$ cat config.mk
export PLATFORM = sky130hd
export DESIGN_NAME = proj_read_sched
export DESIGN_NICKNAME = d
export VERILOG_FILES = /design/src/rtl/tracklet_pkg.sv /design/src/rtl/rr_pick.sv /design/src/rtl/proj_read_sched.sv
export SDC_FILE = /design/constraint.sdc
export NUM_CORES = 1
export LEC_CHECK = 0
export BUFFER_PORTS_ARGS = -buffer_cell sky130_fd_sc_hd__buf_2
export CORE_MARGIN = 2
export CORE_UTILIZATION = 40
export CTS_BUF_LIST = sky130_fd_sc_hd__clkbuf_2 sky130_fd_sc_hd__clkbuf_4 sky130_fd_sc_hd__clkbuf_8
export CTS_CLUSTER_SIZE = 16
export DETAILED_ROUTE_END_ITERATION = 8
export GPL_TIMING_DRIVEN = 0
export HOLD_SLACK_MARGIN = 0.02
export SLEW_MARGIN = 25
export SYNTH_ARGS = -nofsm -noshare
export SYNTH_HDL_FRONTEND = slang
export SYNTH_HIERARCHICAL = 1
export SYNTH_SLANG_ARGS = --single-unit
$ cat constraint.sdc
create_clock -name clk_i -period 4.1 [get_ports clk_i]
set_input_delay 0.41 -clock clk_i [delete_from_list [all_inputs] [get_ports clk_i]]
set_output_delay 0.41 -clock clk_i [all_outputs]
set_load 0.05 [all_outputs]
$ cat src/rtl/tracklet_pkg.sv
// Shared widths and FSM encoding for the tracklet projection path.
package tracklet_pkg;

  localparam int unsigned BX_W        = 3;
  localparam int unsigned IDX_W       = 6;
  localparam int unsigned PROJ_ADDR_W = BX_W + IDX_W;
  localparam int unsigned PROJ_W      = 54;
  localparam int unsigned VMPROJ_W    = 13;

  typedef enum logic [1:0] {
    StIdle  = 2'd0,
    StScan  = 2'd1,
    StFlush = 2'd2
  } sched_state_e;

endpackage

$ cat src/rtl/rr_pick.sv
// Combinational rotating-priority arbiter: grants the first requester after ptr_i (cyclic).
module rr_pick #(
  parameter int unsigned NumReq = 4,
  parameter int unsigned IdxW   = 2
) (
  input  logic [NumReq-1:0] req_i,
  input  logic [IdxW-1:0]   ptr_i,
  output logic [IdxW-1:0]   gnt_o,
  output logic              any_o
);

  logic [IdxW-1:0] cand;

  // Walk offsets from farthest to nearest so the nearest requester wins.
  always_comb begin
    gnt_o = '0;
    cand  = '0;
    any_o = |req_i;
    for (int off = int'(NumReq); off >= 1; off--) begin
      cand = IdxW'((int'(ptr_i) + off) % int'(NumReq));
      if (req_i[cand]) begin
        gnt_o = cand;
      end
    end
  end

endmodule

$ cat src/rtl/proj_read_sched.sv
// Per-event round-robin read scheduler for the projection memories feeding the VM router.
module proj_read_sched
  import tracklet_pkg::*;
#(
  parameter int unsigned NumSrc = 4,
  parameter int unsigned CntW   = 7,
  parameter int unsigned RdLat  = 2,
  parameter int unsigned SrcW   = 2
) (
  input  logic                     clk_i,
  input  logic                     reset_i,
  input  logic                     start_i,
  input  logic [BX_W-1:0]          bx_i,
  input  logic [NumSrc*CntW-1:0]   nproj_i,
  output logic                     rd_en_o,
  output logic [PROJ_ADDR_W-1:0]   read_projection_o,
  output logic [SrcW-1:0]          src_sel_o,
  output logic                     proj_valid_o,
  output logic [SrcW-1:0]          proj_src_o,
  output logic                     busy_o,
  output logic                     done_o,
  output logic                     overrun_o
);

  localparam int unsigned MaxCnt = 64;

  sched_state_e           state_q;
  logic [CntW-1:0]        rem_q [NumSrc];
  logic [IDX_W-1:0]       idx_q [NumSrc];
  logic [SrcW-1:0]        ptr_q;
  logic [BX_W-1:0]        bx_q;
  logic [2:0]             flush_cnt_q;
  logic                   rd_en_q, busy_q, done_q, overrun_q;
  logic [SrcW-1:0]        src_sel_q;
  logic [PROJ_ADDR_W-1:0] rd_addr_q;
  logic [SrcW:0]          pipe_q [RdLat];

  logic [CntW-1:0]        cnt_clamped [NumSrc];
  logic [NumSrc-1:0]      req;
  logic [SrcW-1:0]        gnt;
  logic                   any_req;

  always_comb begin
    for (int i = 0; i < int'(NumSrc); i++) begin
      cnt_clamped[i] = (nproj_i[i*CntW +: CntW] > CntW'(MaxCnt)) ? CntW'(MaxCnt)
                                                                : nproj_i[i*CntW +: CntW];
      req[i]         = (rem_q[i] != '0);
    end
  end

  rr_pick #(
    .NumReq (NumSrc),
    .IdxW   (SrcW)
  ) u_rr_pick (
    .req_i (req),
    .ptr_i (ptr_q),
    .gnt_o (gnt),
    .any_o (any_req)
  );

  always_ff @(posedge clk_i or posedge reset_i) begin
    if (reset_i) begin
      state_q     <= StIdle;
      ptr_q       <= '0;
      bx_q        <= '0;
      flush_cnt_q <= '0;
      rd_en_q     <= 1'b0;
      busy_q      <= 1'b0;
      done_q      <= 1'b0;
      overrun_q   <= 1'b0;
      src_sel_q   <= '0;
      rd_addr_q   <= '0;
      for (int i = 0; i < int'(NumSrc); i++) begin
        rem_q[i] <= '0;
        idx_q[i] <= '0;
      end
    end else begin
      done_q    <= 1'b0;
      overrun_q <= 1'b0;
      rd_en_q   <= 1'b0;
      // A start always (re)loads; outside IDLE it aborts the running event.
      if (start_i) begin
        overrun_q <= (state_q != StIdle);
        state_q   <= StScan;
        busy_q    <= 1'b1;
        bx_q      <= bx_i;
        ptr_q     <= SrcW'(NumSrc - 1);
        for (int i = 0; i < int'(NumSrc); i++) begin
          rem_q[i] <= cnt_clamped[i];
          idx_q[i] <= '0;
        end
      end else begin
        unique case (state_q)
          StIdle: busy_q <= 1'b0;
          StScan: begin
            if (any_req) begin
              rd_en_q    <= 1'b1;
              src_sel_q  <= gnt;
              rd_addr_q  <= {bx_q, idx_q[gnt]};
              rem_q[gnt] <= rem_q[gnt] - CntW'(1);
              idx_q[gnt] <= idx_q[gnt] + IDX_W'(1);
              ptr_q      <= gnt;
            end else begin
              state_q     <= StFlush;
              flush_cnt_q <= 3'(RdLat - 1);
            end
          end
          StFlush: begin
            if (flush_cnt_q == '0) begin
              done_q  <= 1'b1;
              state_q <= StIdle;
            end else begin
              flush_cnt_q <= flush_cnt_q - 3'd1;
            end
          end
          default: state_q <= StIdle;
        endcase
      end
    end
  end

  // Aligns the read strobe and source tag with data returning from the memories.
  always_ff @(posedge clk_i or posedge reset_i) begin
    if (reset_i) begin
      for (int i = 0; i < int'(RdLat); i++) begin
        pipe_q[i] <= '0;
      end
    end else begin
      pipe_q[0] <= {rd_en_q, src_sel_q};
      for (int i = 1; i < int'(RdLat); i++) begin
        pipe_q[i] <= pipe_q[i-1];
      end
    end
  end

  assign rd_en_o           = rd_en_q;
  assign read_projection_o = rd_addr_q;
  assign src_sel_o         = src_sel_q;
  assign proj_valid_o      = pipe_q[RdLat-1][SrcW];
  assign proj_src_o        = pipe_q[RdLat-1][SrcW-1:0];
  assign busy_o            = busy_q;
  assign done_o            = done_q;
  assign overrun_o         = overrun_q;

endmodule

==> summary.md <==
| Metric | Value |
|---|---|
| Worst Setup Path Type | reg -> reg |
| Die area | 11,100 sq um |
| Placeable Area | 10,200 sq um |
| Final WL | 10,900 um |
| Final HPWL DP | 8160 um |
| Clock slew at reported path FFs | 90 ps |
| Vias/cell | 5.52 |
| RSZ-0062 raised after global routing | no |
| Critical Path Fanout Max | 10 |
| Row count | 37 |
| Max_slew headroom | 0.423 |
| Syn avg cell area | 10.2 sq um |
| Crit end category | register |
| HP Class | in -> async |
| Synthesis warning total | 6 |
| Antenna viol nets, final | 0 |
| Placer congestion estimate | 0.902 |
| Initial DRC count | 306 |
| I/O pin count | 52 |
| Final hold vios | 0 |
| Die width | 106 um |
| Initial antenna violation count | 0 |
| Tmin final | 3890 ps |
| Total CTS buffers | 9 |
| Clock Tree Buf Depth | 2 |
| FILL cells | 1,017 |
| Final net count | 507 |
| Post-Syn Instances | 404 |
| CTS root buf | clkbuf_8 |
| Gr usage total | 0.207 |
| Worst Path Arrival | 4110 ps |
| Setup TNS Final | 0 ps |
| Setup crit start kind | register |
| Required time of the critical path | 4320 ps |
| CTS tree | built |
| Post-Syn Nets | 445 |
| Pwr Density | 769 nW/um^2 |
| ANT cells | 0 |
| # DRC | 0 |
| Slew @ Worst Pin | 859 ps |
| Worst vdd ir | 0.352 mV |
| Maxcap violations | 0 |
| Number of synthesized register bits | 83 |
| Final Setup Violations | 0 |
| Seq/Total Area, Yosys | 0.504 |
| Starting Density | 0.405 |
| Global-route wire length before repair | 17,600 um |
| Clock sinks | 83 |
| Largest net degree at the start of global routing | 54 |
| PortBufs | 50 |
| Final instance area | 4760 sq um |
| Drt first pass iters | 6 |
| Pins Over Slew Limit | 0 |
| Yosys cell types | 41 |
| Synthesized area | 4120 sq um |
| Area grow syn2layout | 15.4% |
| H-tree level count | 3 |
| Placed Instances | 591 |
| Final core occ | 0.467 |
| Via Count | 3,350 |
| Placed Area | 4570 sq um |
| Final Cycle Share | 0.949 |
| Die Span Y | 106 um |
| Final global-route overflow total | 0 |
| Final cell count without fillers | 607 |
| Highest Clock Rate | 257 MHz |
| Tot Pwr | 3.66 mW |
| Number of global-route vias before repair | 3,298 |
| Clk_lat worst skew | 360 ps |
| WL per Instance | 18.0 um |
| Skew final | 6.38 ps |
| Status | finished clean |
| Share of cells above drive strength 1 | 0.200 |
| LEAKAGE | 2.14 nW |
[what timing repair did]
action	4_1_cts	5_1_grt
setup endpoints to repair	0	24
gates resized for setup	0	2
buffers inserted	0	0
hold buffers	0	0
[Yosys cell counts]
| library cell | n | area [sq um] |
|---|---|---|
| a21oi_1 | 15 | 75.1 |
| nand2_1 | 65 | 244 |
| a21oi_2 | 1 | 8.76 |
| a31oi_1 | 6 | 37.5 |
| nor3b_1 | 2 | 15.0 |
| nand2b_1 | 7 | 43.8 |
| mux2i_1 | 1 | 10.0 |
| o221ai_2 | 1 | 15.0 |
| nand3_1 | 4 | 20.0 |
| clkbuf_1 | 14 | 52.6 |
| ha_1 | 7 | 87.6 |
| and2_1 | 3 | 18.8 |
| and2b_1 | 1 | 7.51 |
| mux4_2 | 3 | 67.6 |
| or2_2 | 3 | 18.8 |
| nor4_4 | 1 | 21.3 |
| or3_4 | 1 | 11.3 |
| nor3_1 | 16 | 80.1 |
| a22oi_1 | 6 | 45.0 |
| nor2_1 | 34 | 128 |
| buf_1 | 1 | 3.75 |
| inv_1 | 17 | 63.8 |
| a32o_1 | 1 | 10.0 |
| dfrtp_1 | 83 | 2080 |
| mux2_2 | 12 | 135 |
| buf_6 | 1 | 11.3 |
| xnor2_1 | 8 | 70.1 |
| a21o_1 | 2 | 15.0 |
| buf_4 | 2 | 15.0 |
| nor2b_1 | 1 | 6.26 |
| o21ai_0 | 47 | 235 |
| o21a_1 | 4 | 30.0 |
| or4_1 | 3 | 22.5 |
| nand3b_1 | 2 | 15.0 |
| or3_1 | 1 | 6.26 |
| o31a_1 | 1 | 8.76 |
| mux4_1 | 10 | 263 |
| xor2_1 | 3 | 26.3 |
| a32oi_1 | 3 | 26.3 |
| nor4_1 | 7 | 43.8 |
| o31ai_1 | 4 | 30.0 |
[worst max-delay path: stages, from the launching register on]
cell and delay (ps):
dfrtp_1 410, nor4_1 380, nand2_1 220, a21oi_1 170, a31oi_1 60, a21oi_1 310
clkbuf_2 380, clkbuf_1 460, nand2_1 230, nor2_1 310, nor2_1 180, clkbuf_1 310
a32oi_1 220, o21ai_0 110
[stage by stage]
| step | hold slack [ps] | setup WS, ps |
|---|---|---|
| after detailed placement | 338 | 73.6 |
| final | 49.4 | 209 |
| after floorplan | 331 | 1050 |
| after global routing | 77.8 | 28.8 |
| after global placement | 331 | 157 |
| after CTS | 55.8 | 44.1 |
[report_power, final]
part           total (mW)  internal, mW  switching [mW]
Sequential           1.20          1.03           0.173
Clock               0.551         0.229           0.322
Combinational        1.91         0.693            1.21
Total                3.66          1.95            1.71
[placed cells by master, fill, tap and decap left out, drive strengths merged, types with 4 or more instances in the layout]
master,count
dfrtp,83
nand2b,7
o31ai,4
inv,20
a31oi,6
xnor2,8
nor3,16
a22oi,6
nand3,4
mux4,13
nor2,34
o21a,4
o21ai,47
nand2,65
a21oi,16
nor4,8
buf,55
ha,7
mux2,12
clkbuf,23
[layout make-up]
class                      count  area [sq um]  share of cell area
sequential                    83          2080               0.437
multi-input combinational    286          1900               0.399
timing repair buffer          51           278              0.0584
tap                          136           170              0.0358
clock buffer                   9           124              0.0260
buffer                        18          83.8              0.0176
inverter                      17          66.3              0.0139
clock inverter                 7          60.1              0.0126
[path summary, 6_finish.rpt]
path                        startpoint            end  slack [ps]  depth (start not counted)
min in group clk_i         nproj_i[13]      rem_q[20]         280                          3
max                          rem_q[19]       rem_q[3]         210                         13
min                            reset_i   src_sel_o[0]          50                          2
max in group asynchronous      reset_i       rem_q[3]        3470                          3
min reg2reg                  pipe_q[4]  proj_src_o[1]         350                          0
max reg2reg                  rem_q[19]       rem_q[3]         210                         13
[layer usage]
layer	up-vias	wire, um	track usage
met5	-	0	0
met4	0	227	0.0639
met3	19	769	0.0526
met2	117	5100	0.325
met1	1659	4820	0.285
li1	1555	-	-
[registers in the layout, indices dropped and copies added (netlist names), 2 cells and up]
name and count:
rem_q 28, idx_q 24, read_projection_o 9, bx_q 3, flush_cnt_q 3, pipe_q 3, proj_src_o 2, ptr_q 2
src_sel_o 2, state_q 2
[logic make-up (layout without fill, tap and decap cells)]
kind of cell    after synthesis  after routing  share of synthesized area
compound gates               91             91                      0.130
xor+xnor                     11             11                     0.0234
fa+ha+maj                     7              7                     0.0212
buf+inv                      35            102                     0.0355
flops                        83             83                      0.504
mux                          26             26                      0.115
simple gates                151            151                      0.170
Note: power is estimated with default switching activity, not from simulation.
